[src/rtl/pipe_hazard_ctrl.sv]
// pipe_hazard_ctrl -- hazard and sequencing controller for the 5-stage MIPS core.
//
// Purpose:
//   Drives the front-end stalls, the D and E pipeline register flushes and the
//   D/E-stage forwarding selects. It also runs the syscall drain/service FSM,
//   which freezes the front end until the OS handshake completes. A saturating
//   counter of StallD cycles is kept for performance monitoring.
//
// Ports:
//   clk, reset                    clock, synchronous active-high reset
//   RsD/RtD, RsE/RtE              source registers in D and E
//   WriteReg{E,M,W}, RegWrite{E,M,W}  destination register and write enable
//   MemtoRegE/M                   load in E / M
//   BranchD, JumpD, PCSrcD        control-flow info from D
//   sysE, SysAck                  syscall in E, service complete
//   StallF/StallD, FlushD/FlushE  pipeline register control (combinational)
//   ForwardAD/BD, ForwardAE/BE    forwarding selects (combinational)
//   SysReq, SysBusy               service request (registered), FSM not idle
//   StallCount                    saturating StallD cycle count
module pipe_hazard_ctrl #(
  parameter int DRAIN_CYCLES = 2,
  parameter int CNT_W        = 16
) (
  input  logic             clk,
  input  logic             reset,
  input  logic [4:0]       RsD,
  input  logic [4:0]       RtD,
  input  logic [4:0]       RsE,
  input  logic [4:0]       RtE,
  input  logic [4:0]       WriteRegE,
  input  logic [4:0]       WriteRegM,
  input  logic [4:0]       WriteRegW,
  input  logic             RegWriteE,
  input  logic             RegWriteM,
  input  logic             RegWriteW,
  input  logic             MemtoRegE,
  input  logic             MemtoRegM,
  input  logic             BranchD,
  input  logic             JumpD,
  input  logic             PCSrcD,
  input  logic             sysE,
  input  logic             SysAck,
  output logic             StallF,
  output logic             StallD,
  output logic             FlushD,
  output logic             FlushE,
  output logic             ForwardAD,
  output logic             ForwardBD,
  output logic [1:0]       ForwardAE,
  output logic [1:0]       ForwardBE,
  output logic             SysReq,
  output logic             SysBusy,
  output logic [CNT_W-1:0] StallCount
);

  typedef enum logic [1:0] {IDLE, DRAIN, SERVICE} state_t;

  localparam logic [3:0] DRAIN_LOAD = 4'(DRAIN_CYCLES - 1);

  state_t     state, state_nxt;
  logic [3:0] cnt, cnt_nxt;
  logic       sysreq_nxt;
  logic       lwstall, brstall, sysstall, stall;

  // Hazard detection and forwarding. Register 0 is never a real dependency,
  // so every match is qualified by a nonzero source/destination.
  always_comb begin
    lwstall  = MemtoRegE && (RtE != 5'd0) && ((RtE == RsD) || (RtE == RtD));
    brstall  = BranchD &&
               ((RegWriteE && (WriteRegE != 5'd0) &&
                 ((WriteRegE == RsD) || (WriteRegE == RtD))) ||
                (MemtoRegM && (WriteRegM != 5'd0) &&
                 ((WriteRegM == RsD) || (WriteRegM == RtD))));
    // A syscall entering E stalls in that same cycle, before the FSM leaves IDLE.
    sysstall = ((state == IDLE) && sysE) || (state == DRAIN) || (state == SERVICE);
    stall    = lwstall || brstall || sysstall;

    StallF    = stall;
    StallD    = stall;
    FlushE    = stall;
    // A stalled branch keeps its slot in D, so it must not be flushed.
    FlushD    = (PCSrcD || JumpD) && !stall;
    ForwardAD = RegWriteM && (RsD != 5'd0) && (WriteRegM == RsD);
    ForwardBD = RegWriteM && (RtD != 5'd0) && (WriteRegM == RtD);

    ForwardAE = 2'b00;
    if (RegWriteM && (RsE != 5'd0) && (WriteRegM == RsE))      ForwardAE = 2'b10;
    else if (RegWriteW && (RsE != 5'd0) && (WriteRegW == RsE)) ForwardAE = 2'b01;
    ForwardBE = 2'b00;
    if (RegWriteM && (RtE != 5'd0) && (WriteRegM == RtE))      ForwardBE = 2'b10;
    else if (RegWriteW && (RtE != 5'd0) && (WriteRegW == RtE)) ForwardBE = 2'b01;

    // While reset is held, no stall and both D and E registers are cleared.
    if (reset) begin
      StallF    = 1'b0;
      StallD    = 1'b0;
      FlushD    = 1'b1;
      FlushE    = 1'b1;
      ForwardAD = 1'b0;
      ForwardBD = 1'b0;
      ForwardAE = 2'b00;
      ForwardBE = 2'b00;
    end
  end

  // Syscall FSM next state. SysReq is registered, so it is derived from the
  // next state: it rises on entry to SERVICE and drops on the acking edge.
  always_comb begin
    state_nxt = state;
    cnt_nxt   = cnt;
    case (state)
      IDLE: if (sysE) begin
        state_nxt = DRAIN;
        cnt_nxt   = DRAIN_LOAD;
      end
      DRAIN: begin
        if (cnt != 4'd0) cnt_nxt = cnt - 4'd1;
        else             state_nxt = SERVICE;
      end
      SERVICE: if (SysAck) state_nxt = IDLE;
      default: state_nxt = IDLE;
    endcase
    sysreq_nxt = (state_nxt == SERVICE);
  end

  always_ff @(posedge clk) begin
    if (reset) begin
      state      <= IDLE;
      cnt        <= 4'd0;
      SysReq     <= 1'b0;
      StallCount <= '0;
    end else begin
      state  <= state_nxt;
      cnt    <= cnt_nxt;
      SysReq <= sysreq_nxt;
      if (StallD && (StallCount != {CNT_W{1'b1}}))
        StallCount <= StallCount + 1'b1;
    end
  end

  assign SysBusy = (state != IDLE);

endmodule

[config.mk]
export PLATFORM = sky130hd
export DESIGN_NAME = pipe_hazard_ctrl
export DESIGN_NICKNAME = d
export VERILOG_FILES = /design/src/rtl/pipe_hazard_ctrl.sv
export SDC_FILE = /design/constraint.sdc
export NUM_CORES = 1
export LEC_CHECK = 0
export CAP_MARGIN = 20
export CORE_ASPECT_RATIO = 1.75
export CORE_MARGIN = 2
export CORE_UTILIZATION = 40
export DETAILED_ROUTE_END_ITERATION = 12
export GPL_TIMING_DRIVEN = 0
export PLACE_DENSITY_LB_ADDON = 0.2
export SETUP_SLACK_MARGIN = 0.3
export SLEW_MARGIN = 5
export SYNTH_ARGS = -nofsm -noshare
export SYNTH_HDL_FRONTEND = slang
export SYNTH_SLANG_ARGS = --single-unit
[constraint.sdc]
create_clock -name clk -period 2.15 [get_ports clk]
set_input_delay 0.215 -clock clk [delete_from_list [all_inputs] [get_ports clk]]
set_output_delay 0.215 -clock clk [all_outputs]
set_load 0.005 [all_outputs]
== After elaboration in Yosys (flattened, before gate mapping) ==
Cells that the tools add are included.

* Register bits: 23
* Output and inout bits: 28
* Logic and storage cells: 83

* Add/sub/neg operators: 2
* Equality and inequality tests: 16
* Mux-type cells: 18
* Reductions and logical operators: 43

{| class="wikitable"
|+ Operator list
! kind !! count
|-
| equality test 5 bit || 10
|-
| nonzero test 5 bit || 6
|-
| logical AND 1 bit || 22
|-
| adder 16 x 1 -> 16 bit, second input constant || 1
|-
| inequality test 16 bit, second input constant || 1
|-
| 2-to-1 mux 2 bit || 7
|-
| logical OR 1 bit || 9
|-
| 2-to-1 mux 4 bit || 2
|-
| case mux 4 bit (2 select lines) || 1
|-
| 2-to-1 mux 1 bit || 7
|-
| case mux 2 bit (3 select lines) || 1
|-
| equality test 2 bit, second input constant || 2
|-
| nonzero test 2 bit || 2
|-
| nonzero test 4 bit || 1
|-
| subtractor 4 x 1 -> 4 bit, second input constant || 1
|-
| AND reduction 3 bit || 1
|-
| equality test 2 x 1 -> 1 bit, second input constant || 1
|-
| logical NOT 2 bit || 1
|-
| inequality test 2 x 1 -> 1 bit, second input constant || 1
|-
| inequality test 2 bit, second input constant || 1
|-
| logical NOT 1 bit || 1
|}

== Depth between registers and ports, before layout ==
Gate-level depths: netlist of the first run.

* Depth after elaboration: 10
* Depth in mapped cells: 9

== Worst setup path before layout of the first run ==
Ideal clock, no wire load.

* Path kind: input to register
* Start point: input WriteRegM[1]
* End point: register StallCount[11]
* Library setup time: 0.123 ns
* Data arrival time: 2.084 ns
* Setup slack: -0.058 ns
* Stages on the path: 7
* Path through: clkbuf_1 > or3_1 > o311a_1 > a2111oi_4 > buf_4 > nor2_1 > mux2_1

* Longest elaborated chain between the ends: 9

{| class="wikitable"
|+ RTL lines
! what !! RTL line !! source
|-
| from (decl) || 31 || <nowiki>input logic [4:0] WriteRegM,</nowiki>
|-
| equality test 5 bit or nonzero test 5 bit (tied branches) || 73, 72 ||
|-
| logical OR 1 bit or logical AND 1 bit (tied branches) || 73, 72 ||
|-
| logical AND 1 bit * || 72 || <nowiki>(MemtoRegM && (WriteRegM != 5'd0) &&</nowiki>
|-
| logical OR 1 bit * || 71 || <nowiki>((WriteRegE == RsD) || (WriteRegE == RtD))) ||</nowiki>
|-
| logical AND 1 bit * || 69 || <nowiki>brstall = BranchD &&</nowiki>
|-
| logical OR 1 bit * (2 in series) || 76 || <nowiki>stall = lwstall || brstall || sysstall;</nowiki>
|-
| 2-to-1 mux 1 bit * || 94 || <nowiki>if (reset) begin</nowiki>
|-
| logical AND 1 bit * || 136 || <nowiki>if (StallD && (StallCount != {CNT_W{1'b1}}))</nowiki>
|-
| to (signal assigned) || 137 || <nowiki>StallCount <= StallCount + 1'b1;</nowiki>
|-
| to (decl) || 53 || <nowiki>output logic [CNT_W-1:0] StallCount</nowiki>
|}

Mark *: on every way between the ends. The rest lies on a longest branch, timed or not.
A chain may end at the register's enable or synchronous reset.

== Worst setup path in the final report of the first run ==
* Start point: input RtD[0]
* End point: register StallCount[9]

* Longest elaborated chain between the ends: 9

{| class="wikitable"
|+ RTL lines
! what !! RTL line !! source
|-
| from (decl) || 27 || <nowiki>input logic [4:0] RtD,</nowiki>
|-
| equality test 5 bit (on tied branches) || 71, 73 ||
|-
| logical OR 1 bit (on tied branches) || 71, 73 ||
|-
| logical AND 1 bit (on tied branches) || 70, 72 ||
|-
| logical OR 1 bit || 71 ||
|-
| logical AND 1 bit || 69 ||
|-
| logical OR 1 bit * (2 in series) || 76 ||
|-
| 2-to-1 mux 1 bit * || 94 ||
|-
| logical AND 1 bit * || 136 ||
|}

Marks and branches as above.

==> flow_metrics.tcl, run 1 <==
set metrics [dict create \
    status "complete, but fails checks" \
    violations "setup timing" \
    die_w_um 56.0 \
    ant_nets 0 \
    power.share.clock 0.210 \
    power_frac_seq 0.368 \
    maxCapViolCount 0 \
    synth_ff_type "dfxtp_1" \
    rsz0062_at_grt "yes" \
    crit_path_cell_trace "clkdlybuf4s15_2, xor2_1, nor3_1, nand3_1, a21oi_2, a2111oi_4, buf_4, buf_4, buf_6, nor4b_4, mux2_4" \
    hold_violations 0 \
    track_usage 0.222 \
    grt_pass1_wl_um 9450 \
    die_area_sq_mm 0.00532 \
    die_y_um 95.0 \
    place_congestion 0.780 \
    synth_seq_cells 23 \
    clk_pin_slew_worst_paths_ps 90 \
    ys_warn_count 0 \
    critPathRequiredTime_ps 2310 \
    vias 2181 \
    power_density_mw_per_mm2 433 \
    drt_iter0_markers 103 \
    dr.pass1.iters 4 \
    drc_errors 0 \
    clock-root-buffer "clkbuf_8" \
    synth.distinct_cells 38 \
    insertedDiodeCount 0 \
    io_pins 75 \
    post-place-ws_ps -1080 \
    place_hpwl_um 4370 \
    async_reset_ff_frac 0 \
    dp_cells 363 \
    slowest_stage "mux2_4" \
    nFillCells 429 \
    io_buffers 64 \
    critPathTopFamily "buffers and inverters" \
    cts_max_level 1 \
    worst_pin_slew_ps 342 \
    cp_common_cell "buf_4" \
    routedWlPerCell_um 15.9 \
    stdcell_count 387 \
    fin_nets 385 \
    cp-start-kind "primary input" \
    layout-drive-gt1-share 0.331 \
    syn_nets 296 \
    final_util 0.657 \
    clock-skew-final_ps 2.76 \
    crit_type "primary input to flop" \
    crit_fanout 6 \
    hold_buffers 0 \
    crit_buf_inv 4 \
    cts_tree "done" \
    antenna_found_initial 0 \
    maxSlewHeadroom 0.772 \
    syn_to_final_growth_pct 60.4 \
    cts_buffer_depth 2 \
    max_stage_delay_ps 320 \
    irDropWorstVdd_v 0.000349 \
    setup_viol 2 \
    period_needed_ps 2180 \
    routed_wl_um 6150 \
    grt_pass1_vias 2191 \
    internal-power_uw 884 \
    cts_sinks 23 \
    overflow 0 \
    fmax_ghz 0.459 \
    rows 33 \
    grt_max_degree 14 \
    switching_power_uw 431 \
    synth_seq_area_share 0.243 \
    netlist_instances 247 \
    leakage_uw 0.00121 \
    hp-class "flop to flop" \
    clk_latency_ps 270 \
    cts_made_buffers 3 \
    switching_share 0.328 \
    syn_avg_cell_area_sq_um 7.66 \
    slew_violations 0 \
    min_period_over_period 1.01 \
    power_frac_comb 0.423 \
    layout_setup_ws_ps -26.9 \
    core-area_sq_mm 0.00462 \
    endpoint_kind "flop" \
    start_util 0.409 \
    syn_area_sq_mm 0.00189 \
    crit_arrival_ps 2340 \
    synth_edf_count 0 \
    routed_via_density 5.64 \
]
-- final cells by class --
type	instances	area, sq um	area share
plain buffers	17	171	0.0564
clock inverters	1	5.00	0.00165
multi-input cells	201	1540	0.506
repair buffers	84	718	0.237
clock buffers	3	41.3	0.0136
flip-flops and latches	23	475	0.157
inverters	6	22.5	0.00742
well taps	52	65.1	0.0214
-- cell usage in the layout (no fill, tap or decap), drive strengths merged, types with 6 or more instances in the layout --
master,netlist,final
o21ai,12,12
nor2,23,23
nand4,9,9
xnor2,27,27
dlygate4sd2,0,9
xor2,23,23
nand2,8,8
nor3,9,9
dfxtp,23,23
clkbuf,13,15
inv,6,6
or3,11,11
clkdlybuf4s50,0,31
nor2b,10,10
nand3,14,14
buf,4,45
a21oi,15,15
nand2b,6,6
-- Yosys cell counts, drive strengths merged, types with 4 or more instances --
| cell type | instances | area share |
|---|---|---|
| nor3 | 9 | 0.024 |
| mux2 | 5 | 0.030 |
| nor2b | 10 | 0.033 |
| a21oi | 15 | 0.040 |
| inv | 6 | 0.012 |
| nor2 | 23 | 0.046 |
| clkbuf | 13 | 0.026 |
| nand4 | 9 | 0.030 |
| nand2b | 6 | 0.020 |
| or3 | 11 | 0.036 |
| or4 | 5 | 0.020 |
| nand2 | 8 | 0.016 |
| dfxtp | 23 | 0.24 |
| o21ai | 12 | 0.032 |
| nand3 | 14 | 0.037 |
| nor4 | 5 | 0.017 |
| xor2 | 23 | 0.11 |
| xnor2 | 27 | 0.12 |
| buf | 4 | 0.013 |
-- per-stage QoR --
step	setup TNS [ps]	total power (uW)	area, sq um	hold slack [ps]
floorplan	-94.8	737	1930	360
global placement	-12520	925	2640	483
detailed placement	-13110	932	2640	499
CTS	0	1270	2930	516
global route	-43.2	1380	3040	523
finish	-53.5	1320	3040	483
-- cell families (layout without fill, tap and decap cells) --
| group | count (synthesis) | in the layout | share of synthesized area |
|---|---|---|---|
| compound gates | 36 | 36 | 0.120 |
| xor+xnor | 50 | 50 | 0.231 |
| fa+ha+maj | 2 | 2 | 0.0132 |
| buf+inv | 23 | 111 | 0.0509 |
| flops | 23 | 23 | 0.243 |
| mux | 6 | 6 | 0.0350 |
| simple gates | 107 | 107 | 0.306 |
-- state kept, by name (all words and copies together), names as in the netlist --
signal	flops
SysReq	1
StallCount	16
state	2
cnt	4
-- worst min-delay path: cells and delay by family (launching register included) --
kind | cells | cell delay, ps
buffers and inverters | 1 | 60
AOI/OAI and AO/OA | 1 | 60
DFF | 1 | 330
-- worst paths after layout --
path,endpoint,start,slack (ps),cells past startpoint
worst max-delay path,StallCount[9],RtD[0],-30,11
worst min-delay path,cnt[0],cnt[0],480,2
worst max register to register,StallCount[11],state[0],190,10
worst min register to register,cnt[0],cnt[0],480,2
-- power by group through the flow --
stage	logic (uW)	clock network [uW]	registers, uW
3_3_place_gp	438	0	487
6_report	556	276	483
4_1_cts	510	276	484
5_1_grt	597	291	488
3_5_place_dp	444	0	488
2_1_floorplan	254	0	483
-- layer usage --
layer,up-vias,share of wire,track usage
met5,-,0,0
met4,0,0.040,0.111
met3,19,0.034,0.0151
met2,77,0.58,0.485
met1,1041,0.34,0.189
li1,1044,-,-
-- what timing repair did --
action / CTS / global route
buffers inserted: 13 / 6
gates resized for setup: 146 / 47
gates cloned: 1 / 0
endpoints found under the setup margin: 27 / 26
pin swaps: 30 / 18
No activity file was read; power rests on OpenSTA's default activity.
==> run 2: changes to the inputs <==
- CORE_MARGIN: 2 -> 8
==> run 2 against run 1 <==
The flow now finishes without violations. Combinational power increased by 2%. Clock skew decreased by 1.8 ps. Die area increased by 37%. Clock-buffer cell count increased by 1. Routed wire length increased by 11%. Sequential power about the same. Critical path depth unchanged. Global-route usage decreased by 3.7 points. Register-to-register slack got worse by 50 ps. Largest power group unchanged.
==> flow_metrics.tcl, run 2 (synthesis results as in run 1) <==
set metrics [dict create \
    layout-drive-gt1-share 0.346 \
    layout_commonest_cell "clkdlybuf4s50_1" \
    overflow 0 \
    cts_max_level 1 \
    routed_wl_um 6850 \
    die_area_sq_mm 0.00728 \
    worst-path-stages 11 \
    fmax_ghz 0.467 \
    hp-class "flop to flop" \
    nFillCells 402 \
    dp_cells 363 \
    crit_arrival_ps 1920 \
    min_period_over_period 0.995 \
    hold_depth 2 \
    irDropWorstVdd_v 0.000420 \
    start_util 0.409 \
    crit_fanout 4 \
    worst_pin_slew_ps 310 \
    cts_sinks 23 \
    reg2regPathDepth 11 \
    setup_viol 0 \
    cts_made_buffers 3 \
    cts_tree "done" \
    rsz0062_at_grt "yes" \
    cts_buffer_depth 2 \
    clk_latency_ps 270 \
    fin_nets 388 \
    layout_setup_ws_ps 10.2 \
    grt_max_degree 13 \
    track_usage 0.185 \
    top_register "StallCount" \
    min-delay-start "cnt[0]" \
    io_buffers 64 \
    clock-root-buffer "clkbuf_8" \
    critPathRequiredTime_ps 1930 \
    core-area_sq_mm 0.00462 \
    post-place-ws_ps -1090 \
    slew_violations 0 \
    ant_nets 0 \
    grt_pass1_wl_um 10900 \
    crit_path_cell_trace "buf_12, or4_4, o21ai_2, a21oi_2, a2111oi_4, buf_6, buf_6, buf_6, o21ai_2, nand2b_1, buf_2" \
    critPathTopFamily "simple AND/OR/NAND/NOR gates" \
    syn_to_final_growth_pct 62.2 \
    power_density_mw_per_mm2 433 \
    place_hpwl_um 4810 \
    endpoint_kind "output port" \
    multi_input_area_sq_mm 0.00155 \
    antenna_found_initial 0 \
    largest_reg_flops 16 \
    timing.rr.start "state[0]" \
    hold_buffers 0 \
    cp-start-kind "primary input" \
    period_needed_ps 2140 \
    slowest_stage "or4_4" \
    regArea_sq_um 477 \
    crit_type "primary input to output port" \
    stdcell_count 390 \
    routedWlPerCell_um 17.6 \
    rrSetupSlack_ps 140 \
    insertedDiodeCount 0 \
    largestRegisters "StallCount (16), cnt (4), state (2)" \
    maxSlewHeadroom 0.791 \
    worst_hold_path.endpoint "cnt[0]" \
    worst_r2r_endpoint "StallCount[9]" \
    max_stage_delay_ps 540 \
    clock-skew-final_ps 0.921 \
    hold_violations 0 \
    status "complete, no violations" \
    routed_via_density 5.57 \
    grt_pass1_vias 2353 \
    drc_errors 0 \
    crit_buf_inv 5 \
    maxCapViolCount 0 \
    drt_iter0_markers 167 \
    dr.pass1.iters 6 \
    die_y_um 107 \
    io_pins 75 \
    clk_pin_slew_worst_paths_ps 80 \
    vias 2171 \
    cp_common_cell "buf_6" \
    place_congestion 0.821 \
    die_w_um 68.0 \
    rows 33 \
    holdWs_ps 506 \
    most-common-layout-cells "clkdlybuf4s50_1 (29), xnor2_1 (26), xor2_1 (23)" \
    leakage_uw 0.00122 \
]
[run 2: cell count changes in the layout (fill, tap and decap cells not counted), sizes merged]
cell / change
dlymetal6s2s: +1
clkdlybuf4s50: -2
clkbuf: +6
clkdlybuf4s15: -1
clkinv: -1
[run 2: layout make-up]
class	count	area share
Multi-Input combinational cell	201	0.506
Timing Repair Buffer	87	0.241
Clock buffer	4	0.0147
Buffer	17	0.0542
Sequential cell	23	0.155
Inverter	6	0.00733
Tap cell	52	0.0212
[run 2: metrics by stage]
step	setup TNS, ps	utilization	total power, uW	cell area [sq um]
after floorplan	-94.8	-	737	1930
after CTS	-73.3	0.627	1250	2900
final	0	0.664	1330	3070
after detailed placement	-13010	0.570	934	2640
after global placement	-12510	0.570	929	2640
after global routing	-204	0.664	1400	3070
[run 2: worst max path at each step]
| stage | slack, ps | endpoint | startpoint |
|---|---|---|---|
| finish | 10 | FlushD | RtE[2] |
| global route | -70 | FlushD | RtE[4] |
| CTS | -30 | FlushD | WriteRegE[4] |
| detailed placement | -1090 | StallF | WriteRegE[1] |
| global placement | -1060 | StallF | WriteRegE[1] |
| floorplan | -30 | StallCount[11] | RtE[4] |
[run 2: metal layers]
| layer | track usage | up-vias | wire (um) |
|---|---|---|---|
| li1 | - | 1045 | - |
| met1 | 0.170 | 1025 | 2290 |
| met2 | 0.366 | 84 | 3970 |
| met3 | 0.0292 | 17 | 355 |
| met4 | 0.0766 | 0 | 241 |
| met5 | 0 | - | 0 |
[run 2: repair_timing]
item                                    in CTS  in global routing
pin swaps                                   15                 41
gates resized for setup                    131                 70
setup buffers                               14                  7
endpoints found under the setup margin      27                 25
hold endpoints to repair                     0                  0
gates cloned                                 1                  1
[run 2: worst reg2reg max path, cell delays in order (launching register included)]
cell,delay (ps)
dfxtp_2,400
nor2_4,60
inv_1,80
nor2_2,40
a21oi_2,160
a2111oi_4,80
buf_6,140
buf_4,130
buf_6,120
buf_6,120
nor4b_4,240
mux2_4,320
[run 2: power by group]
part	switching, uW	leakage [uW]	internal (uW)
sequential	33.2	0.000191	453
combinational	257	0.00101	308
clock	146	0.0000228	133
==> run 3: changes to the inputs <==
- CORE_UTILIZATION: 40 -> 41
- CTS_BUF_LIST: not set -> sky130_fd_sc_hd__clkbuf_8
==> run 3 against run 2 <==
The run now ends with setup timing left. Global-route usage hardly changed. Maximum frequency is 1.3% lower. Sequential share of layout area is 0.34 points lower. Clock power is 2% higher. Sequential power hardly changed. Critical path depth is 2 lower. Cell area is 2.2% higher. Via count is 3.0% higher. Routed wire length is 0.82% higher.
==> flow_metrics.tcl, run 3 (synthesis results as in run 1) <==
set metrics [dict create \
    status "complete, but fails checks" \
    violations "setup timing" \
    placed_area_sq_mm 0.00263 \
    final_util 0.706 \
    tns_ps -19.3 \
    worst_hold_path.endpoint "StallCount[1]" \
    cp_common_cell "buf_6" \
    setup_viol 2 \
    period_needed_ps 2170 \
    layout-drive-gt1-share 0.350 \
    routedWlPerCell_um 17.5 \
    drc_errors 0 \
    maxSlewHeadroom 0.798 \
    wl_met1_um 2190 \
    min-delay-start "StallCount[1]" \
    core-area_sq_mm 0.00444 \
    stdcell_count 394 \
    layout_commonest_cell "clkdlybuf4s50_1" \
    io_pins 75 \
    crit_arrival_ps 1950 \
    die_y_um 106 \
    wl_met2_um 3970 \
    largestRegisters "StallCount (16), cnt (4), state (2)" \
    timing.rr.start "StallCount[9]" \
    critPathRequiredTime_ps 1930 \
    grt_max_degree 14 \
    fmax_ghz 0.461 \
    die_area_sq_mm 0.00713 \
    most-common-layout-cells "clkdlybuf4s50_1 (32), xnor2_1 (27), buf_4 (25)" \
    routed_wl_um 6910 \
    start_util 0.426 \
    min_period_over_period 1.01 \
    cp-start-kind "primary input" \
    clock-root-buffer "clkbuf_8" \
    worst_pin_slew_ps 303 \
    hold_depth 2 \
    wl_met3_um 460 \
    ant_nets 0 \
    routed_via_density 5.68 \
    crit_fanout 4 \
    cts_tree "done" \
    vias 2237 \
    reg2regPathDepth 8 \
    dr.pass1.iters 4 \
    slew_violations 0 \
    io_buffers 64 \
    power_density_mw_per_mm2 428 \
    drt_iter0_markers 142 \
    maxCapViolCount 0 \
    top_register "StallCount" \
    cts_sinks 23 \
    largest_reg_flops 16 \
    rows 32 \
    cts_made_buffers 3 \
    overflow 0 \
    cts_max_level 1 \
    place_congestion 0.826 \
    dp_cells 362 \
    routed.top_layer "met4" \
    endpoint_kind "output port" \
    holdWs_ps 511 \
    worst_r2r_endpoint "StallCount[11]" \
    layout_setup_ws_ps -17.3 \
    fin_area_sq_mm 0.00314 \
    antenna_found_initial 0 \
    slowest_stage "o311a_4" \
    rsz0062_at_grt "yes" \
    max_stage_delay_ps 390 \
    crit_start "WriteRegM[1]" \
    crit_type "primary input to output port" \
    grt_pass1_wl_um 10600 \
    track_usage 0.185 \
    place_hpwl_um 4820 \
    irDropWorstVdd_v 0.000456 \
    hp-class "flop to flop" \
    leakage_uw 0.00122 \
    clk_pin_slew_worst_paths_ps 90 \
    die_w_um 67.4 \
    clk_latency_ps 270 \
    crit_path_cell_trace "buf_12, or3_4, o311a_4, a2111oi_4, buf_4, buf_6, nor2_4, buf_6, buf_6" \
    syn_to_final_growth_pct 65.8 \
    insertedDiodeCount 0 \
    clock-skew-final_ps 1.67 \
    fin_nets 393 \
    grt_pass1_vias 2349 \
    hold_violations 0 \
    cts_buffer_depth 2 \
    rrSetupSlack_ps 130 \
]
-- run 3: worst max path at each step --
stage / to / slack, ps / depth (start not counted)
global route: StallF / -60 / 9
finish: StallF / -20 / 9
CTS: StallF / -3 / 10
detailed placement: StallF / -1010 / 9
floorplan: StallCount[11] / -30 / 8
global placement: StallF / -1050 / 9
-- run 3: layout make-up --
cell class	instances	area [sq um]
sequential	23	477
multi-input combinational	201	1560
timing repair buffer	92	791
fill	362	1310
clock inverter	1	5.00
clock buffer	3	41.3
inverter	6	22.5
buffer	17	183
tap	51	63.8
-- run 3: power breakdown --
group	leakage, uW	total, uW	internal (uW)	switching, uW
registers	0.000191	485	453	31.7
clock network	0.0000255	285	130	155
logic	0.00100	576	315	261
total	0.00122	1340	897	447
-- run 3: worst max-delay path, delay by kind of cell --
family                 cells  cell delay [ps]
buffers and inverters      5              650
AO/OA/AOI/OAI              2              680
AND/OR/NAND/NOR            2              400
-- run 3: metrics by stage --
step	total power, uW	worst slack [ps]
finish	1340	-17.3
detailed placement	934	-1010
global placement	929	-1050
CTS	1280	-3.31
floorplan	737	-25.3
global route	1400	-64.5
-- run 3: repair_timing --
action	in CTS	in global routing
setup buffers	16	11
pin swaps	17	27
endpoints found under the setup margin	27	24
hold buffers	0	0
gates resized for setup	164	50
gates cloned	1	0
-- run 3: metal layers --
layer | vias to the layer above | track usage
met3 | 29 | 0.0305
met5 | - | 0
met2 | 95 | 0.366
met4 | 0 | 0.107
met1 | 1064 | 0.159
li1 | 1049 | -
